## src/rtl/ov5640_cfg_pkg.sv

```systemverilog
// rtl/ov5640_cfg_pkg.sv - shared types and constants for the OV5640 register sequencer
package ov5640_cfg_pkg;

  typedef enum logic [2:0] {
    ST_PWR_WAIT,
    ST_ISSUE,
    ST_WAIT_ACK,
    ST_SRST_WAIT,
    ST_DONE,
    ST_FAIL
  } cfg_state_e;

  localparam int EW_DEV_LSB = 24;
  localparam int EW_REG_LSB = 8;
  localparam int EW_DAT_LSB = 0;

  localparam logic [7:0]  DEV_ADDR_WR = 8'h78;
  localparam logic [15:0] SRST_REG    = 16'h3008;
  localparam logic [7:0]  SRST_VAL    = 8'h82;

  localparam int DLY_W = 20;

  function automatic logic [31:0] pack_ewdata(input logic [7:0] dev, input logic [23:0] entry);
    pack_ewdata = '0;
    pack_ewdata[EW_DEV_LSB +: 8]  = dev;
    pack_ewdata[EW_REG_LSB +: 16] = entry[23:8];
    pack_ewdata[EW_DAT_LSB +: 8]  = entry[7:0];
  endfunction

endpackage

```

## src/rtl/ov5640_cfg_rom.sv

```systemverilog
// rtl/ov5640_cfg_rom.sv - combinational {reg_addr, reg_data} table for the OV5640 bring-up
module ov5640_cfg_rom
  import ov5640_cfg_pkg::*;
#(
  parameter int REG_NUM = 252
) (
  input  logic [7:0]  idx_i,
  output logic [23:0] entry_o
);

  always_comb begin
    entry_o = 24'h000000;
    if ({24'd0, idx_i} < 32'(REG_NUM)) begin
      case (idx_i)
        8'd0:    entry_o = {SRST_REG, SRST_VAL};
        8'd1:    entry_o = {16'h3008, 8'h42};
        8'd2:    entry_o = {16'h3103, 8'h03};
        8'd3:    entry_o = {16'h3017, 8'hff};
        8'd4:    entry_o = {16'h3018, 8'hff};
        8'd5:    entry_o = {16'h3034, 8'h1a};
        8'd6:    entry_o = {16'h3037, 8'h13};
        8'd7:    entry_o = {16'h3108, 8'h01};
        8'd8:    entry_o = {16'h3630, 8'h36};
        8'd9:    entry_o = {16'h3631, 8'h0e};
        8'd10:   entry_o = {16'h3632, 8'he2};
        8'd11:   entry_o = {16'h3633, 8'h12};
        8'd12:   entry_o = {16'h3621, 8'he0};
        8'd13:   entry_o = {16'h3704, 8'ha0};
        8'd14:   entry_o = {16'h3703, 8'h5a};
        8'd15:   entry_o = {16'h3715, 8'h78};
        default: entry_o = 24'h000000;
      endcase
    end
  end

endmodule

```

## src/rtl/ov5640_cfg_seq.sv

```systemverilog
// rtl/ov5640_cfg_seq.sv - power-up delay, soft reset and table replay over SCCB with NACK retry
module ov5640_cfg_seq
  import ov5640_cfg_pkg::*;
#(
  parameter logic [7:0] DEV_ADDR  = DEV_ADDR_WR,
  parameter int         REG_NUM   = 252,
  parameter int         PWR_DLY   = 1_000_000,
  parameter int         SRST_DLY  = 250_000,
  parameter int         MAX_RETRY = 3
) (
  input  logic        clk_sys50m,
  input  logic        rst,
  input  logic        iic_done,
  input  logic        iic_ack_err,
  output logic        estart,
  output logic [31:0] ewdata,
  output logic [7:0]  cfg_idx,
  output logic        cfg_done,
  output logic        cfg_fail
);

  localparam logic [DLY_W-1:0] PWR_LAST  = DLY_W'(PWR_DLY - 1);
  localparam logic [DLY_W-1:0] SRST_LAST = DLY_W'(SRST_DLY - 1);
  localparam logic [7:0]       IDX_LAST  = 8'(REG_NUM - 1);
  localparam logic [7:0]       RETRY_MAX = 8'(MAX_RETRY);

  cfg_state_e       state_q, state_d;
  logic [DLY_W-1:0] dly_q, dly_d;
  logic [7:0]       retry_q, retry_d;
  logic [7:0]       idx_q, idx_d;
  logic             estart_q, done_q, fail_q;
  logic [31:0]      ewdata_q;
  logic [23:0]      rom_entry;

  // The ROM is addressed with the next index so ewdata lands together with estart.
  ov5640_cfg_rom #(.REG_NUM(REG_NUM)) u_rom (
    .idx_i   (idx_d),
    .entry_o (rom_entry)
  );

  always_comb begin
    state_d = state_q;
    dly_d   = dly_q;
    retry_d = retry_q;
    idx_d   = idx_q;
    case (state_q)
      ST_PWR_WAIT: begin
        if (dly_q == PWR_LAST) begin
          state_d = ST_ISSUE;
          idx_d   = 8'd0;
        end else begin
          dly_d = dly_q + DLY_W'(1);
        end
      end
      ST_ISSUE: state_d = ST_WAIT_ACK;
      ST_WAIT_ACK: begin
        if (iic_done) begin
          if (iic_ack_err) begin
            if (retry_q == RETRY_MAX) begin
              state_d = ST_FAIL;
            end else begin
              retry_d = retry_q + 8'd1;
              state_d = ST_ISSUE;
            end
          end else begin
            retry_d = 8'd0;
            if (idx_q == IDX_LAST) begin
              state_d = ST_DONE;
            end else if (idx_q == 8'd0) begin
              state_d = ST_SRST_WAIT;
              dly_d   = '0;
            end else begin
              idx_d   = idx_q + 8'd1;
              state_d = ST_ISSUE;
            end
          end
        end
      end
      ST_SRST_WAIT: begin
        if (dly_q == SRST_LAST) begin
          state_d = ST_ISSUE;
          idx_d   = 8'd1;
        end else begin
          dly_d = dly_q + DLY_W'(1);
        end
      end
      default: state_d = state_q;
    endcase
  end

  always_ff @(posedge clk_sys50m) begin
    if (rst) begin
      state_q  <= ST_PWR_WAIT;
      dly_q    <= '0;
      retry_q  <= 8'd0;
      idx_q    <= 8'd0;
      estart_q <= 1'b0;
      ewdata_q <= 32'd0;
      done_q   <= 1'b0;
      fail_q   <= 1'b0;
    end else begin
      state_q  <= state_d;
      dly_q    <= dly_d;
      retry_q  <= retry_d;
      idx_q    <= idx_d;
      estart_q <= (state_d == ST_ISSUE);
      if (state_d == ST_ISSUE) begin
        ewdata_q <= pack_ewdata(DEV_ADDR, rom_entry);
      end
      done_q   <= (state_d == ST_DONE);
      fail_q   <= (state_d == ST_FAIL);
    end
  end

  assign estart   = estart_q;
  assign ewdata   = ewdata_q;
  assign cfg_idx  = idx_q;
  assign cfg_done = done_q;
  assign cfg_fail = fail_q;

endmodule

```

## config.mk

```make
export PLATFORM = sky130hd
export DESIGN_NAME = ov5640_cfg_seq
export DESIGN_NICKNAME = d
export VERILOG_FILES = /design/src/rtl/ov5640_cfg_pkg.sv /design/src/rtl/ov5640_cfg_rom.sv /design/src/rtl/ov5640_cfg_seq.sv
export SDC_FILE = /design/constraint.sdc
export NUM_CORES = 1
export LEC_CHECK = 0
export ABC_CLOCK_PERIOD_IN_PS = 8100
export CORE_MARGIN = 2
export CORE_UTILIZATION = 40
export DETAILED_ROUTE_END_ITERATION = 10
export REMOVE_ABC_BUFFERS = 1
export SYNTH_ARGS = -nofsm -noshare
export SYNTH_HDL_FRONTEND = slang
export SYNTH_SLANG_ARGS = --single-unit
```

## constraint.sdc

```tcl
create_clock -name clk_sys50m -period 8.1 [get_ports clk_sys50m]
set_input_delay 1.62 -clock clk_sys50m [delete_from_list [all_inputs] [get_ports clk_sys50m]]
set_output_delay 1.62 -clock clk_sys50m [all_outputs]
set_load 0.05 [all_outputs]
```

==> results.yml <==
run_status:
  status: "completed"
pwr:
  swShare_pct: 22.86
  p_clk_share_pct: 44.9
  combPwrFrac_pct: 3.8
  p_per_area_mw_per_mm2: 150.5
  seqPwrFrac_pct: 51.3
  fin_total_pwr_mw: 0.5805
  p_sw_mw: 0.1327
  p_leak_nw: 1.474
  ir_worst_vdd_v: 0.00008693
  internal_power_mw: 0.4478
clock_tree:
  htreeDepth: 3
  cts_max_path_buffers: 2
  insertion_delay_ns: 0.34
  postCtsSetupRepairBufs: 0
  hold_buffers: 0
  cts_made_buffers: 9
  clkTransAtPathRegs_ns: 0.07
  root_buffer: "clkbuf_8"
  cts_resized: 0
  clock-sinks: 60
  cts_tree: "done"
layout:
  layout-drive-gt1-share_pct: 5.467
  fin_cells: 544
  multi_input_area_mm2: 0.001896
  seqCellArea_mm2: 0.001201
  nets: 448
  syn2layout_area_growth_pct: 16.88
  n_antenna_cell: 0
  fin_util_pct: 47.65
  fill_cells: 831
place:
  globalplace.congestion: 0.9012
  post-dp-hpwl_mm: 5.326
  dp.cells: 529
  portBuffers: 37
run:
  cap_violations: 0
global_routing:
  grt_pass1_vias: 2734
  antenna_found_initial: 0
  grt_pass1_wl_mm: 12.68
  grt.total_usage_pct: 17.78
  gr-total-overflow: 0
  grt_start_max_net_pins: 23
floorplan:
  die_w_um: 94.82
  die_h_um: 94.82
  start_util_pct: 40.77
  core_area_mm2: 0.008093
  ios: 47
  row_count: 33
  die_area_mm2: 0.008991
critical_path:
  crit_required_ns: 8.34
  cpPeakStageDelay_ns: 0.60
  path_cells: "clkdlybuf4s50_1 > nor2b_1 > nand3_1 > mux2i_1 > a21oi_1 > inv_1 > ha_1 > nor3b_1 > a211o_1 > and3_1 > a22o_1"
  start_kind: "input pin"
  criticalPathCategory: "in -> reg"
  cp_max_fo: 12
  cp.arrival_ns: 5.16
  cp-end-kind: "register"
  crit_slowest_cell: "nor2b_1"
drt:
  first_pass_iters: 5
  vias: 2947
  final_antenna_net_count: 0
  drt_iter0_markers: 162
  routed_wl_mm: 7.487
  drcViolationCount: 0
  viasPerCell: 5.417
  routedWlPerCell_um: 13.76
logic_synthesis:
  synth-seq-cells: 60
  syn-cell-area_mm2: 0.003299
  synth_ff_type: "dfxtp_1"
  synth_area_leader_cell: "dfxtp_1"
  synth_most_common_cell: "dfxtp_1"
  ys_seq_area_share_pct: 36.41
  async_flop_share_pct: 0
  syn_avg_cell_area_um2: 8.028
  synth_cells: 411
  ys_top_cells_by_count: "60 x dfxtp_1, 57 x nor2_1, 38 x nand2_1"
  synth.top_cell.area_share_pct: 36.41
  yosys-top-cells-area: "dfxtp_1 36%, nor2_1 6.5%, xor2_1 5.0%, nand2_1 4.3%, a21oi_1 3.5%"
  synth_edf_count: 0
  synth_warnings: 0
  ys_types: 59
sta:
  fmax_mhz: 203.2
  fin_skew_ns: 0.009172
  fin_crit_ns: 4.922
  fin_crit_sh_pct: 60.76
  fin_setup_tns_ns: 0
  slew-limit-headroom_pct: 43.32
  finalHoldViolCount: 0
  rsz0062_at_grt: "no"
  maxSlewViolCount: 0
  worst_slew_pin_slew_ns: 0.8485
  finalSetupViolCount: 0
hold_path:
  min_path_type: "reg -> reg"
-- cell type report --
cell class | count | area share [%]
tap | 105 | 3.407
clock inverter | 5 | 1.363
inverter | 12 | 1.168
timing repair buffer | 40 | 10.19
multi-input combinational | 312 | 49.16
sequential | 60 | 31.15
clock buffer | 10 | 3.569
-- routing by layer --
metal / share of wire (%) / global-route usage, % / wire, µm / vias to the layer above
li1: - / - / - / 1479
met1: 47 / 23.39 / 3543 / 1382
met2: 47 / 28.31 / 3487 / 73
met3: 4.8 / 4.230 / 360 / 13
met4: 1.3 / 6.522 / 95 / 0
met5: 0 / 0 / 0 / -
-- state kept, by name, summed over array words and instances, names as in the netlist --
signal,flops
cfg_fail,1
estart,1
ewdata,18
cfg_done,1
dly_q,20
cfg_idx,8
retry_q,8
state_q,3
-- kinds of logic after synthesis --
group | synth area share [%]
AOI/OAI and AO/OA | 18.05
muxes | 1.517
xor gates and xnor gates | 6.636
other | 0.1137
buffers and inverters | 7.053
and+or+nand+nor | 26.81
adders and majority gates | 3.413
DFF | 36.40
-- metrics by stage --
step	hold WS [ns]	worst slack [ns]	instance area, µm²
floorplan	0.4667	3.900	3142
global placement	0.4404	3.074	3666
detailed placement	0.4527	2.902	3666
CTS	0.4623	3.234	3856
global route	0.4776	2.964	3856
finish	0.4505	3.178	3856
-- layout by cell type (no fill, tap or decap), types with 6 or more instances in the layout --
cell | netlist | final
a21o_1 | 8 | 8
a21oi_1 | 23 | 23
a22o_1 | 6 | 6
and3_1 | 13 | 13
clkbuf_8 | 0 | 10
clkdlybuf4s50_1 | 0 | 37
conb_1 | 1 | 9
dfxtp_1 | 60 | 60
ha_1 | 9 | 9
inv_1 | 12 | 12
nand2_1 | 38 | 38
nand3_1 | 12 | 12
nand4_1 | 9 | 9
nor2_1 | 57 | 57
o21ai_0 | 18 | 18
or3_1 | 7 | 7
xnor2_1 | 6 | 6
xor2_1 | 19 | 19
-- power groups by stage --
stage	Combinational, mW	Clock (mW)	Sequential (mW)
global placement	0.0220	0	0.304
finish	0.0222	0.261	0.298
global route	0.0244	0.281	0.298
floorplan	0.0157	0	0.304
detailed placement	0.0222	0	0.304
CTS	0.0223	0.269	0.298
-- final timing paths --
| check | from | slack [ns] | endpoint | depth (start not counted) |
|---|---|---|---|---|
| max | iic_done | 3.18 | ewdata[5]$_SDFFE_PP0P_ | 11 |
| max reg2reg | dly_q[0]$_SDFFE_PP0P_ | 4.47 | ewdata[5]$_SDFFE_PP0P_ | 12 |
| min reg2reg | ewdata[16]$_SDFFE_PP0P_ | 0.45 | ewdata[16]$_SDFFE_PP0P_ | 2 |
| min | ewdata[16]$_SDFFE_PP0P_ | 0.45 | ewdata[16]$_SDFFE_PP0P_ | 2 |
-- critical path: cells and delay by family --
| family | cells | cell delay [ns] |
|---|---|---|
| AO/OA/AOI/OAI | 3 | 0.93 |
| AND/OR/NAND/NOR | 4 | 1.28 |
| adder cells (fa/ha/maj) | 1 | 0.31 |
| multiplexers | 1 | 0.19 |
| buffers and inverters | 2 | 0.82 |
Power figures use the tool's default switching activity.
